### src/rtl/uart_tx_io.sv
// ============================================================================
// uart_tx_io
// ----------------------------------------------------------------------------
// Memory-mapped 8N1 UART transmitter for the I/O region of the data-memory
// port (Address[22] = 1). Software stores bytes into a small TX FIFO; an FSM
// pops them and shifts them out on txd, LSB first, at a programmable number
// of clocks per bit. Register reads are combinational so the Memory stage
// can sample io_rdata in the same cycle it presents the address.
//
// Register map (offset = Address[3:2]):
//   0 TXDATA  (W)  push WriteData[7:0]; reads 0
//   1 STATUS  (R)  bit0 busy, bit1 full, bit2 empty, bit3 overflow (sticky),
//                  bit4 parity build, [11:8] FIFO count; any write clears
//                  overflow
//   2 BAUDDIV (RW) clocks per bit, 16 bits; 0 behaves as 1
//   3 reserved     reads 0, writes ignored
//
// Parameters:
//   FIFO_DEPTH     TX FIFO entries, power of two, >= 2
//   BAUD_DIV_RESET reset value of BAUDDIV
//
// Ports:
//   clk        clock, all state updates on the rising edge
//   reset      synchronous, active-high
//   Address    byte address from the Memory stage
//   WriteData  store data
//   MemWrite   store strobe, one cycle per store
//   io_rdata   combinational read data, 0 when not selected
//   txd        registered serial output, idle high
//
// Build option:
//   UART_TX_PARITY_EN  when defined, an even-parity bit is sent between the
//                      data and stop bits (11-bit frames) and STATUS bit4
//                      reads 1. Undefined by default (10-bit frames).
// ============================================================================
module uart_tx_io #(
  parameter int FIFO_DEPTH     = 8,
  parameter int BAUD_DIV_RESET = 16
) (
  input  logic        clk,
  input  logic        reset,
  input  logic [31:0] Address,
  input  logic [31:0] WriteData,
  input  logic        MemWrite,
  output logic [31:0] io_rdata,
  output logic        txd
);

  localparam int AW = $clog2(FIFO_DEPTH);
  localparam int CW = AW + 1;
  localparam logic [CW-1:0] DEPTH_C = CW'(FIFO_DEPTH);

  localparam logic [1:0] OFF_TXDATA  = 2'd0;
  localparam logic [1:0] OFF_STATUS  = 2'd1;
  localparam logic [1:0] OFF_BAUDDIV = 2'd2;

`ifdef UART_TX_PARITY_EN
  localparam logic PARITY_BUILD = 1'b1;
`else
  localparam logic PARITY_BUILD = 1'b0;
`endif

  typedef enum logic [2:0] {
    IDLE,
    START,
    DATA,
`ifdef UART_TX_PARITY_EN
    PARITY,
`endif
    STOP
  } state_t;

  // FIFO storage and bookkeeping
  logic [7:0]    fifo_mem [FIFO_DEPTH];
  logic [AW-1:0] rd_ptr;
  logic [AW-1:0] wr_ptr;
  logic [CW-1:0] count;
  logic          overflow;
  logic [15:0]   baud_div;

  // Transmit engine
  state_t        state;
  logic [7:0]    shift_reg;
  logic [2:0]    bit_idx;
  logic [15:0]   baud_cnt;
`ifdef UART_TX_PARITY_EN
  logic          parity_q;
`endif

  // Decode and handshake terms
  logic [1:0]    offset;
  logic          sel;
  logic          wr_txdata;
  logic          wr_status;
  logic          wr_baud;
  logic          fifo_full;
  logic          fifo_empty;
  logic          push;
  logic          pop;
  logic          bit_end;
  logic [15:0]   reload;
  logic [7:0]    fifo_head;
  logic [31:0]   count_ext;
  logic          unused_bits;

  assign offset     = Address[3:2];
  assign sel        = Address[22];
  assign wr_txdata  = MemWrite & sel & (offset == OFF_TXDATA);
  assign wr_status  = MemWrite & sel & (offset == OFF_STATUS);
  assign wr_baud    = MemWrite & sel & (offset == OFF_BAUDDIV);

  // Full/empty are taken from the count before this edge, so a push into a
  // full FIFO is refused even when the FSM pops in the same cycle.
  assign fifo_full  = (count == DEPTH_C);
  assign fifo_empty = (count == '0);
  assign push       = wr_txdata & ~fifo_full;

  // The down-counter reaches zero on the last clock of a bit period.
  assign bit_end    = (baud_cnt == 16'd0);

  // A new byte is taken either from IDLE or at the end of a stop bit, which
  // is what makes back-to-back frames gapless.
  assign pop        = ~fifo_empty & ((state == IDLE) | ((state == STOP) & bit_end));

  // Counter reload for a full bit period; a divider of 0 acts like 1.
  assign reload     = (baud_div == 16'd0) ? 16'd0 : (baud_div - 16'd1);

  assign fifo_head  = fifo_mem[rd_ptr];
  assign count_ext  = 32'(count);

  // Address and data bits that this block never looks at.
  assign unused_bits = ^{Address[31:23], Address[21:4], Address[1:0], WriteData[31:16]};

  // FIFO storage; entries need no reset because the pointers and count
  // define which ones are valid.
  always_ff @(posedge clk) begin
    if (push) begin
      fifo_mem[wr_ptr] <= WriteData[7:0];
    end
  end

  // FIFO pointers, occupancy and the sticky overflow flag. Pointers are
  // exactly log2(depth) bits so they wrap on their own.
  always_ff @(posedge clk) begin
    if (reset) begin
      rd_ptr   <= '0;
      wr_ptr   <= '0;
      count    <= '0;
      overflow <= 1'b0;
    end else begin
      if (push) begin
        wr_ptr <= wr_ptr + AW'(1);
      end
      if (pop) begin
        rd_ptr <= rd_ptr + AW'(1);
      end
      case ({push, pop})
        2'b10:   count <= count + CW'(1);
        2'b01:   count <= count - CW'(1);
        default: count <= count;
      endcase
      if (wr_status) begin
        overflow <= 1'b0;
      end else if (wr_txdata && fifo_full) begin
        overflow <= 1'b1;
      end
    end
  end

  // Baud divider register. A new value is only picked up when the bit
  // counter reloads, so the bit in flight keeps its old length.
  always_ff @(posedge clk) begin
    if (reset) begin
      baud_div <= 16'(BAUD_DIV_RESET);
    end else if (wr_baud) begin
      baud_div <= WriteData[15:0];
    end
  end

  // Transmit FSM. txd is registered and changes together with the state, so
  // each state owns exactly one bit period on the line. The data byte is
  // shifted right so shift_reg[0] is always the next bit to send.
  always_ff @(posedge clk) begin
    if (reset) begin
      state     <= IDLE;
      txd       <= 1'b1;
      shift_reg <= 8'd0;
      bit_idx   <= 3'd0;
      baud_cnt  <= 16'd0;
`ifdef UART_TX_PARITY_EN
      parity_q  <= 1'b0;
`endif
    end else begin
      case (state)
        IDLE: begin
          txd <= 1'b1;
          if (!fifo_empty) begin
            state     <= START;
            txd       <= 1'b0;
            shift_reg <= fifo_head;
            baud_cnt  <= reload;
`ifdef UART_TX_PARITY_EN
            parity_q  <= ^fifo_head;
`endif
          end
        end

        START: begin
          if (bit_end) begin
            state     <= DATA;
            txd       <= shift_reg[0];
            shift_reg <= {1'b0, shift_reg[7:1]};
            bit_idx   <= 3'd0;
            baud_cnt  <= reload;
          end else begin
            baud_cnt <= baud_cnt - 16'd1;
          end
        end

        DATA: begin
          if (bit_end) begin
            baud_cnt <= reload;
            if (bit_idx == 3'd7) begin
`ifdef UART_TX_PARITY_EN
              state <= PARITY;
              txd   <= parity_q;
`else
              state <= STOP;
              txd   <= 1'b1;
`endif
            end else begin
              txd       <= shift_reg[0];
              shift_reg <= {1'b0, shift_reg[7:1]};
              bit_idx   <= bit_idx + 3'd1;
            end
          end else begin
            baud_cnt <= baud_cnt - 16'd1;
          end
        end

`ifdef UART_TX_PARITY_EN
        PARITY: begin
          if (bit_end) begin
            state    <= STOP;
            txd      <= 1'b1;
            baud_cnt <= reload;
          end else begin
            baud_cnt <= baud_cnt - 16'd1;
          end
        end
`endif

        STOP: begin
          if (bit_end) begin
            baud_cnt <= reload;
            if (!fifo_empty) begin
              state     <= START;
              txd       <= 1'b0;
              shift_reg <= fifo_head;
`ifdef UART_TX_PARITY_EN
              parity_q  <= ^fifo_head;
`endif
            end else begin
              state <= IDLE;
              txd   <= 1'b1;
            end
          end else begin
            baud_cnt <= baud_cnt - 16'd1;
          end
        end

        default: begin
          state <= IDLE;
          txd   <= 1'b1;
        end
      endcase
    end
  end

  // Register read mux, purely from registered state so it reflects the
  // values before the current edge.
  always_comb begin
    io_rdata = 32'd0;
    if (sel) begin
      case (offset)
        OFF_STATUS: begin
          io_rdata[0]    = (state != IDLE);
          io_rdata[1]    = fifo_full;
          io_rdata[2]    = fifo_empty;
          io_rdata[3]    = overflow;
          io_rdata[4]    = PARITY_BUILD;
          io_rdata[11:8] = count_ext[3:0];
        end
        OFF_BAUDDIV: begin
          io_rdata[15:0] = baud_div;
        end
        default: begin
          io_rdata = 32'd0;
        end
      endcase
    end
  end

endmodule

### config.mk
export PLATFORM = sky130hd
export DESIGN_NAME = uart_tx_io
export DESIGN_NICKNAME = d
export VERILOG_FILES = /design/src/rtl/uart_tx_io.sv
export SDC_FILE = /design/constraint.sdc
export NUM_CORES = 1
export LEC_CHECK = 0
export BUFFER_PORTS_ARGS = -buffer_cell sky130_fd_sc_hd__buf_2
export CAP_MARGIN = 25
export CORE_ASPECT_RATIO = 1.5
export CORE_MARGIN = 3
export CORE_UTILIZATION = 50
export CTS_BUF_LIST = sky130_fd_sc_hd__clkbuf_16
export DETAILED_ROUTE_END_ITERATION = 10
export PLACE_DENSITY_LB_ADDON = 0.1
export SETUP_SLACK_MARGIN = 0.4
export SYNTH_ARGS = -nofsm -noshare
export SYNTH_HDL_FRONTEND = slang
export SYNTH_SLANG_ARGS = --single-unit
export TNS_END_PERCENT = 100
### constraint.sdc
create_clock -name clk -period 3.7 [get_ports clk]
set_input_delay 1.11 -clock clk [delete_from_list [all_inputs] [get_ports clk]]
set_output_delay 1.11 -clock clk [all_outputs]
set_load 0.05 [all_outputs]
==> qor.tcl, run 1 <==
set qor(layout-drive-gt1-share_pct) 19.9
set qor(synth_flop_cell) {sky130_fd_sc_hd__edfxtp_1}
set qor(setup_total_negative_slack_ns) 0
set qor(wl_met1_mm) 5.46
set qor(synth_enable_flop_cells) 64
set qor(ys_async_sr_fraction_pct) 0
set qor(postLayoutCoreUtil_pct) 59.1
set qor(sw_frac_of_total_pct) 39.1
set qor(root_cell_of_the_clock_tree) {sky130_fd_sc_hd__clkbuf_16}
set qor(detail-route-antenna-nets) 0
set qor(power_frac_seq_pct) 32.6
set qor(synth_top_cells_by_area) {sky130_fd_sc_hd__edfxtp_1 (31%), sky130_fd_sc_hd__dfxtp_1 (19%), sky130_fd_sc_hd__mux4_2 (5.8%)}
set qor(peakVddDrop_uv) 347
set qor(grt_max_degree) 44
set qor(die_area_um2) 13800
set qor(timing.critical_path.max_delay_family) {buffers and inverters}
set qor(synth_largest_area_cell) {sky130_fd_sc_hd__edfxtp_1}
set qor(postCtsSetupBuffers) 0
set qor(number_of_endpoints_failing_setup_at_the_final_stage) 0
set qor(critical_path.endpoint_type) {output pin}
set qor(grt_use_total_pct) 21.0
set qor(timing.critical_path.fanout_max) 18
set qor(finClkSkew_ns) 0.00923
set qor(grt_first_pass_wirelength_mm) 23.1
set qor(total_number_of_vias) 4674
set qor(report.final.slew_viol_count) 0
set qor(worst_slew_pin_slew_ns) 0.852
set qor(io_pins) 100
set qor(detailed_place_hpwl_mm) 10.1
set qor(cp-start-kind) {input pin}
set qor(number_of_storage_elements_in_the_synthesis_netlist) 124
set qor(synthesis.area_um2) 6200
set qor(worst_hold_startpoint) {shift_reg[5]}
set qor(ctsHtreeMaxLevel) 4
set qor(die_w_um) 96.9
set qor(cts_made_buffers) 17
set qor(power_frac_clock_pct) 29.8
set qor(cts_sinks) 124
set qor(routed_wire_length_per_instance_um) 17.8
set qor(power_density_nw_per_um2) 743
set qor(arrival_ns) 2.12
set qor(timing.critical_path.slowest_stage_cell) {sky130_fd_sc_hd__a21oi_4}
set qor(detailedRoute.firstPassIterationCount) 5
set qor(design.final.nets) 711
set qor(die_h_um) 142
set qor(met3WireLength_um) 428
set qor(synthesized_instance_count) 590
set qor(grt_antenna_before_repair) 0
set qor(crit_top_cell) {sky130_fd_sc_hd__buf_6}
set qor(drcViolationCount) 0
set qor(globalRoute.totalOverflow) 0
set qor(start_util_pct) 51.3
set qor(required_ns) 2.59
set qor(insertion_delay_ns) 0.41
set qor(seq_area_frac_synth_pct) 50.4
set qor(ys.warnings.count) 0
set qor(timing.rr.start) {baud_cnt[0]}
set qor(coreArea_um2) 12100
set qor(worstHoldPathType) {flip-flop to flip-flop}
set qor(top_signal_layer_used) {met4}
set qor(path_cells) {buf_2 -> inv_1 -> ha_1 -> buf_6 -> nand2_1 -> a21oi_4 -> buf_6}
set qor(cts_tree) {done}
set qor(registers.top_by_ff_count) {fifo_mem}
set qor(timing.critical_path.buf_inv) 4
set qor(synthesis.area_per_instance_um2) 10.5
set qor(combinationalPowerShare_pct) 37.5
set qor(via_count_of_the_first_global_routing_pass) 4564
set qor(min_period_over_period_pct) 87.3
set qor(gp_congestion) 0.898
set qor(synthTopCellsByCount) {sky130_fd_sc_hd__edfxtp_1 (64), sky130_fd_sc_hd__nand2_1 (62), sky130_fd_sc_hd__dfxtp_1 (60)}
set qor(place.port_buffers) 38
set qor(floorplan.rows) 49
set qor(maxCapViolCount) 0
set qor(path_clk_slew_ns) 0.06
set qor(cts_hold_buffers) 0
set qor(area_growth_syn_to_fin_pct) 15.1
set qor(yosysMostFrequentCell) {sky130_fd_sc_hd__edfxtp_1}
set qor(min_period_ns) 3.23
set qor(worst_path_largest_cell_delay_ns) 0.19
set qor(clock.fmax_ghz) 0.310
set qor(power_switching_mw) 2.07
set qor(status) {completed}
set qor(nFillCells) 1035
set qor(synth_largest_type_area_fraction_pct) 31.0
set qor(cts-root-to-sink-buffers) 2
set qor(crit_startpoint) {Address[2]}
set qor(detailedRoute.firstIterationViolations) 288
set qor(internal_power_mw) 3.23
set qor(slew_headroom_pct) 43.1
set qor(library_cells_used_by_synthesis) 61
set qor(rsz0062_at_grt) {yes}
set qor(power_leakage_nw) 2.55
set qor(vias_per_cell) 5.91
set qor(detail_route.wirelength_mm) 14.1
set qor(met2WireLength_mm) 7.84
set qor(max_reg_flops) 64
set qor(top_flop_regs) {fifo_mem: 64 flops, baud_cnt: 16 flops, baud_div: 16 flops}
set qor(insertedDiodeCount) 0
set qor(finalHoldViolations) 0
set qor(cp_class) {input pin to output pin}
==> placed cells by master, fill, tap and decap left out, types with 16 or more instances in the layout <==
cell type	count
sky130_fd_sc_hd__nor2_1	32
sky130_fd_sc_hd__clkbuf_16	17
sky130_fd_sc_hd__buf_2	32
sky130_fd_sc_hd__buf_4	16
sky130_fd_sc_hd__mux4_2	16
sky130_fd_sc_hd__conb_1	16
sky130_fd_sc_hd__a21oi_1	46
sky130_fd_sc_hd__o21ai_0	23
sky130_fd_sc_hd__nor3_1	21
sky130_fd_sc_hd__inv_1	20
sky130_fd_sc_hd__ha_1	18
sky130_fd_sc_hd__edfxtp_1	64
sky130_fd_sc_hd__dfxtp_1	60
sky130_fd_sc_hd__nand2_1	61
==> cell type report <==
type                            instances  area, µm²  area share, %
Tap cell                              153        191           2.68
Timing Repair Buffer                   54        340           4.77
Sequential cell                       124       3120           43.8
Inverter                               20       75.1           1.05
Clock inverter                         15        141           1.98
Clock buffer                           17        425           5.96
Multi-Input combinational cell        408       2840           39.8
==> timing repair <==
action                     in CTS  in global routing
setup endpoints to repair       7                 12
pin swaps                       0                  0
gates resized for setup         4                 13
==> stage by stage <==
| step | hold slack [ns] | setup slack, ns | cell area, µm² | std cells | power, mW |
|---|---|---|---|---|---|
| 2_1_floorplan | 0.443 | 0.269 | 6280 | 605 | 3.28 |
| 3_3_place_gp | 0.461 | 0.344 | 6510 | 759 | 3.65 |
| 3_5_place_dp | 0.464 | 0.334 | 6510 | 759 | 3.70 |
| 4_1_cts | 0.477 | 0.416 | 7080 | 791 | 5.29 |
| 5_1_grt | 0.488 | 0.399 | 7130 | 791 | 5.63 |
| 6_report | 0.473 | 0.470 | 7130 | 791 | 5.30 |
==> worst paths after layout <==
path / to / slack [ns] / cells past startpoint
max: io_rdata[0] / 0.47 / 7
min: shift_reg[5] / 0.47 / 2
max reg2reg: count[2] / 0.69 / 13
min reg2reg: shift_reg[5] / 0.47 / 2
==> kinds of logic (layout without fill, tap and decap cells) <==
group / Yosys count / after routing / share of synthesized area [%]
buffers and inverters: 73 / 106 / 5.81
adders and majority gates: 19 / 19 / 3.84
muxes: 23 / 23 / 6.98
DFF: 124 / 124 / 50.4
xor gates and xnor gates: 16 / 16 / 2.26
other: 1 / 16 / 0.0605
and+or+nand+nor: 204 / 204 / 17.4
AOI/OAI and AO/OA: 130 / 130 / 13.2
==> worst reg2reg max path, stage by stage, from the launching register on <==
cell	delay, ns
sky130_fd_sc_hd__dfxtp_1	0.34
sky130_fd_sc_hd__inv_1	0.09
sky130_fd_sc_hd__ha_1	0.16
sky130_fd_sc_hd__nor4b_4	0.32
sky130_fd_sc_hd__and4_1	0.36
sky130_fd_sc_hd__a21oi_2	0.14
sky130_fd_sc_hd__nor2_1	0.23
sky130_fd_sc_hd__ha_1	0.32
sky130_fd_sc_hd__xor2_1	0.18
sky130_fd_sc_hd__ha_1	0.16
sky130_fd_sc_hd__a21oi_1	0.05
sky130_fd_sc_hd__xor2_1	0.16
sky130_fd_sc_hd__or3_1	0.30
sky130_fd_sc_hd__a21oi_1	0.14
==> power by group through the flow <==
stage	Sequential [mW]	Combinational (mW)	Clock, mW
final	1.73	1.99	1.58
after global routing	1.75	2.20	1.67
after CTS	1.72	1.97	1.60
after detailed placement	1.75	1.95	0
after global placement	1.74	1.91	0
after floorplan	1.69	1.59	0
==> routing by layer <==
layer | vias up | track usage [%]
li1 | 2239 | -
met1 | 2308 | 23.9
met2 | 102 | 38.6
met3 | 25 | 3.97
met4 | 0 | 8.95
met5 | - | 0
Power figures use the tool's default switching activity.
==> run 2: changes to the inputs <==
BUFFER_PORTS_ARGS = -buffer_cell sky130_fd_sc_hd__buf_4   (was -buffer_cell sky130_fd_sc_hd__buf_2)
CORE_MARGIN = 2   (was 3)
==> run 2 against run 1 <==
Core utilization increased by 0.91 points. Via count fell by 1.4%. Global-route usage rose by 1.2 points. Critical path type unchanged. Largest cell class unchanged.
==> qor.tcl, run 2 (same netlist as run 1, synthesis figures left out) <==
set qor(max_reg_flops) 64
set qor(final_common_cell) {sky130_fd_sc_hd__edfxtp_1}
set qor(path_clk_slew_ns) 0.05
set qor(grt_first_pass_wirelength_mm) 22.7
set qor(detail-route-antenna-nets) 0
set qor(grt_max_degree) 68
set qor(power_frac_seq_pct) 32.7
set qor(detailedRoute.firstIterationViolations) 283
set qor(critical_path.endpoint_type) {output pin}
set qor(power_frac_clock_pct) 29.6
set qor(cp_class) {input pin to output pin}
set qor(io_pins) 100
set qor(clock.fmax_ghz) 0.310
set qor(floorplan.rows) 49
set qor(total_number_of_vias) 4607
set qor(registers.top_by_ff_count) {fifo_mem}
set qor(worstHoldPathType) {flip-flop to flip-flop}
set qor(postCtsSetupBuffers) 0
set qor(gp_congestion) 0.861
set qor(cts_tree) {done}
set qor(grt_use_total_pct) 22.2
set qor(arrival_ns) 2.12
set qor(insertion_delay_ns) 0.40
set qor(area_growth_syn_to_fin_pct) 16.3
set qor(timing.critical_path.fanout_max) 9
set qor(maxCapViolCount) 0
set qor(rsz0062_at_grt) {no}
set qor(power_leakage_nw) 2.56
set qor(grt_antenna_before_repair) 0
set qor(detailed_place_hpwl_mm) 9.95
set qor(worst_slew_pin_slew_ns) 0.830
set qor(internal_power_mw) 3.28
set qor(power_switching_mw) 2.04
set qor(finalHoldViolations) 0
set qor(detail_route.wirelength_mm) 14.1
set qor(slew_headroom_pct) 44.5
set qor(report.final.slew_viol_count) 0
set qor(vias_per_cell) 5.82
set qor(postLayoutCoreUtil_pct) 60.0
set qor(setup_total_negative_slack_ns) 0
set qor(cts-root-to-sink-buffers) 2
set qor(status) {completed}
set qor(detailedRoute.firstPassIterationCount) 4
set qor(power_density_nw_per_um2) 738
set qor(via_count_of_the_first_global_routing_pass) 4492
set qor(design.final.nets) 711
set qor(die_area_um2) 13300
set qor(die_w_um) 94.9
set qor(nFillCells) 1015
set qor(place.port_buffers) 38
set qor(cts_sinks) 124
set qor(drcViolationCount) 0
set qor(peakVddDrop_uv) 418
set qor(top_flop_regs) {fifo_mem: 64 flops, baud_cnt: 16 flops, baud_div: 16 flops}
set qor(min_period_ns) 3.23
set qor(combinationalPowerShare_pct) 37.7
set qor(place_worst_setup_slack_ns) 0.400
set qor(start_util_pct) 51.6
set qor(cts_made_buffers) 17
set qor(hold_slack_ns) 0.475
set qor(post-route-worst-setup-slack_ns) 0.471
set qor(layout-drive-gt1-share_pct) 19.7
set qor(required_ns) 2.59
set qor(root_cell_of_the_clock_tree) {sky130_fd_sc_hd__clkbuf_16}
set qor(sw_frac_of_total_pct) 38.4
set qor(number_of_endpoints_failing_setup_at_the_final_stage) 0
set qor(ctsHtreeMaxLevel) 4
set qor(insertedDiodeCount) 0
set qor(mostFrequentLayoutCells) {sky130_fd_sc_hd__edfxtp_1 (64), sky130_fd_sc_hd__nand2_1 (61), sky130_fd_sc_hd__dfxtp_1 (60)}
set qor(globalRoute.totalOverflow) 0
set qor(cp-start-kind) {input pin}
set qor(min_period_over_period_pct) 87.3
set qor(coreArea_um2) 12000
set qor(finClkSkew_ns) 0.00683
set qor(die_h_um) 140
set qor(routed_wire_length_per_instance_um) 17.9
-- run 2: critical path, cell delays in order --
cell	delay, ns
sky130_fd_sc_hd__buf_4	0.11
sky130_fd_sc_hd__inv_1	0.07
sky130_fd_sc_hd__ha_2	0.21
sky130_fd_sc_hd__clkbuf_4	0.21
sky130_fd_sc_hd__and3_2	0.20
sky130_fd_sc_hd__buf_4	0.19
-- run 2: cell type report --
class / instances / area [µm²] / share of cell area (%)
flip-flops and latches: 124 / 3120 / 43.3
clock buffers: 17 / 425 / 5.90
clock inverters: 15 / 139 / 1.93
well taps: 153 / 191 / 2.66
inverters: 20 / 75.1 / 1.04
repair buffers: 54 / 413 / 5.73
multi-input cells: 408 / 2840 / 39.4
-- run 2: metrics by stage --
step | std cells | total power, mW | instance area [µm²]
finish | 791 | 5.32 | 7210
global route | 791 | 5.64 | 7210
CTS | 790 | 5.30 | 7160
detailed placement | 758 | 3.72 | 6590
global placement | 758 | 3.67 | 6590
floorplan | 605 | 3.28 | 6280
-- run 2: metal layers --
layer  vias to the layer above  part of all wire, %  global-route usage (%)  routed length (µm)
met1                      2267                   39                    25.5                5580
met5                         -                    0                       0                   0
met2                        86                   57                    39.9                8000
met3                        11                  2.2                    4.30                 316
li1                       2243                    -                       -                   -
met4                         0                  1.8                    8.70                 248
-- run 2: timing repair --
action	4_1_cts	5_1_grt
hold buffers	0	0
resized for setup	1	9
endpoints found under the setup margin	3	9
cloned	0	1
pin swaps	0	1
-- run 2: worst paths after layout --
check	to	slack [ns]	from	cells past startpoint
worst max-delay path	io_rdata[7]	0.47	Address[2]	6
worst min-delay path	shift_reg[6]	0.48	shift_reg[6]	2
worst max register to register	count[2]	0.65	baud_cnt[0]	13
worst min register to register	shift_reg[6]	0.48	shift_reg[6]	2
-- run 2: power groups by stage --
| stage | Combinational, mW | Clock [mW] | Sequential, mW |
|---|---|---|---|
| 2_1_floorplan | 1.59 | 0 | 1.69 |
| 3_3_place_gp | 1.92 | 0 | 1.75 |
| 3_5_place_dp | 1.96 | 0 | 1.76 |
| 4_1_cts | 1.97 | 1.60 | 1.73 |
| 5_1_grt | 2.22 | 1.66 | 1.76 |
| 6_report | 2.01 | 1.58 | 1.74 |
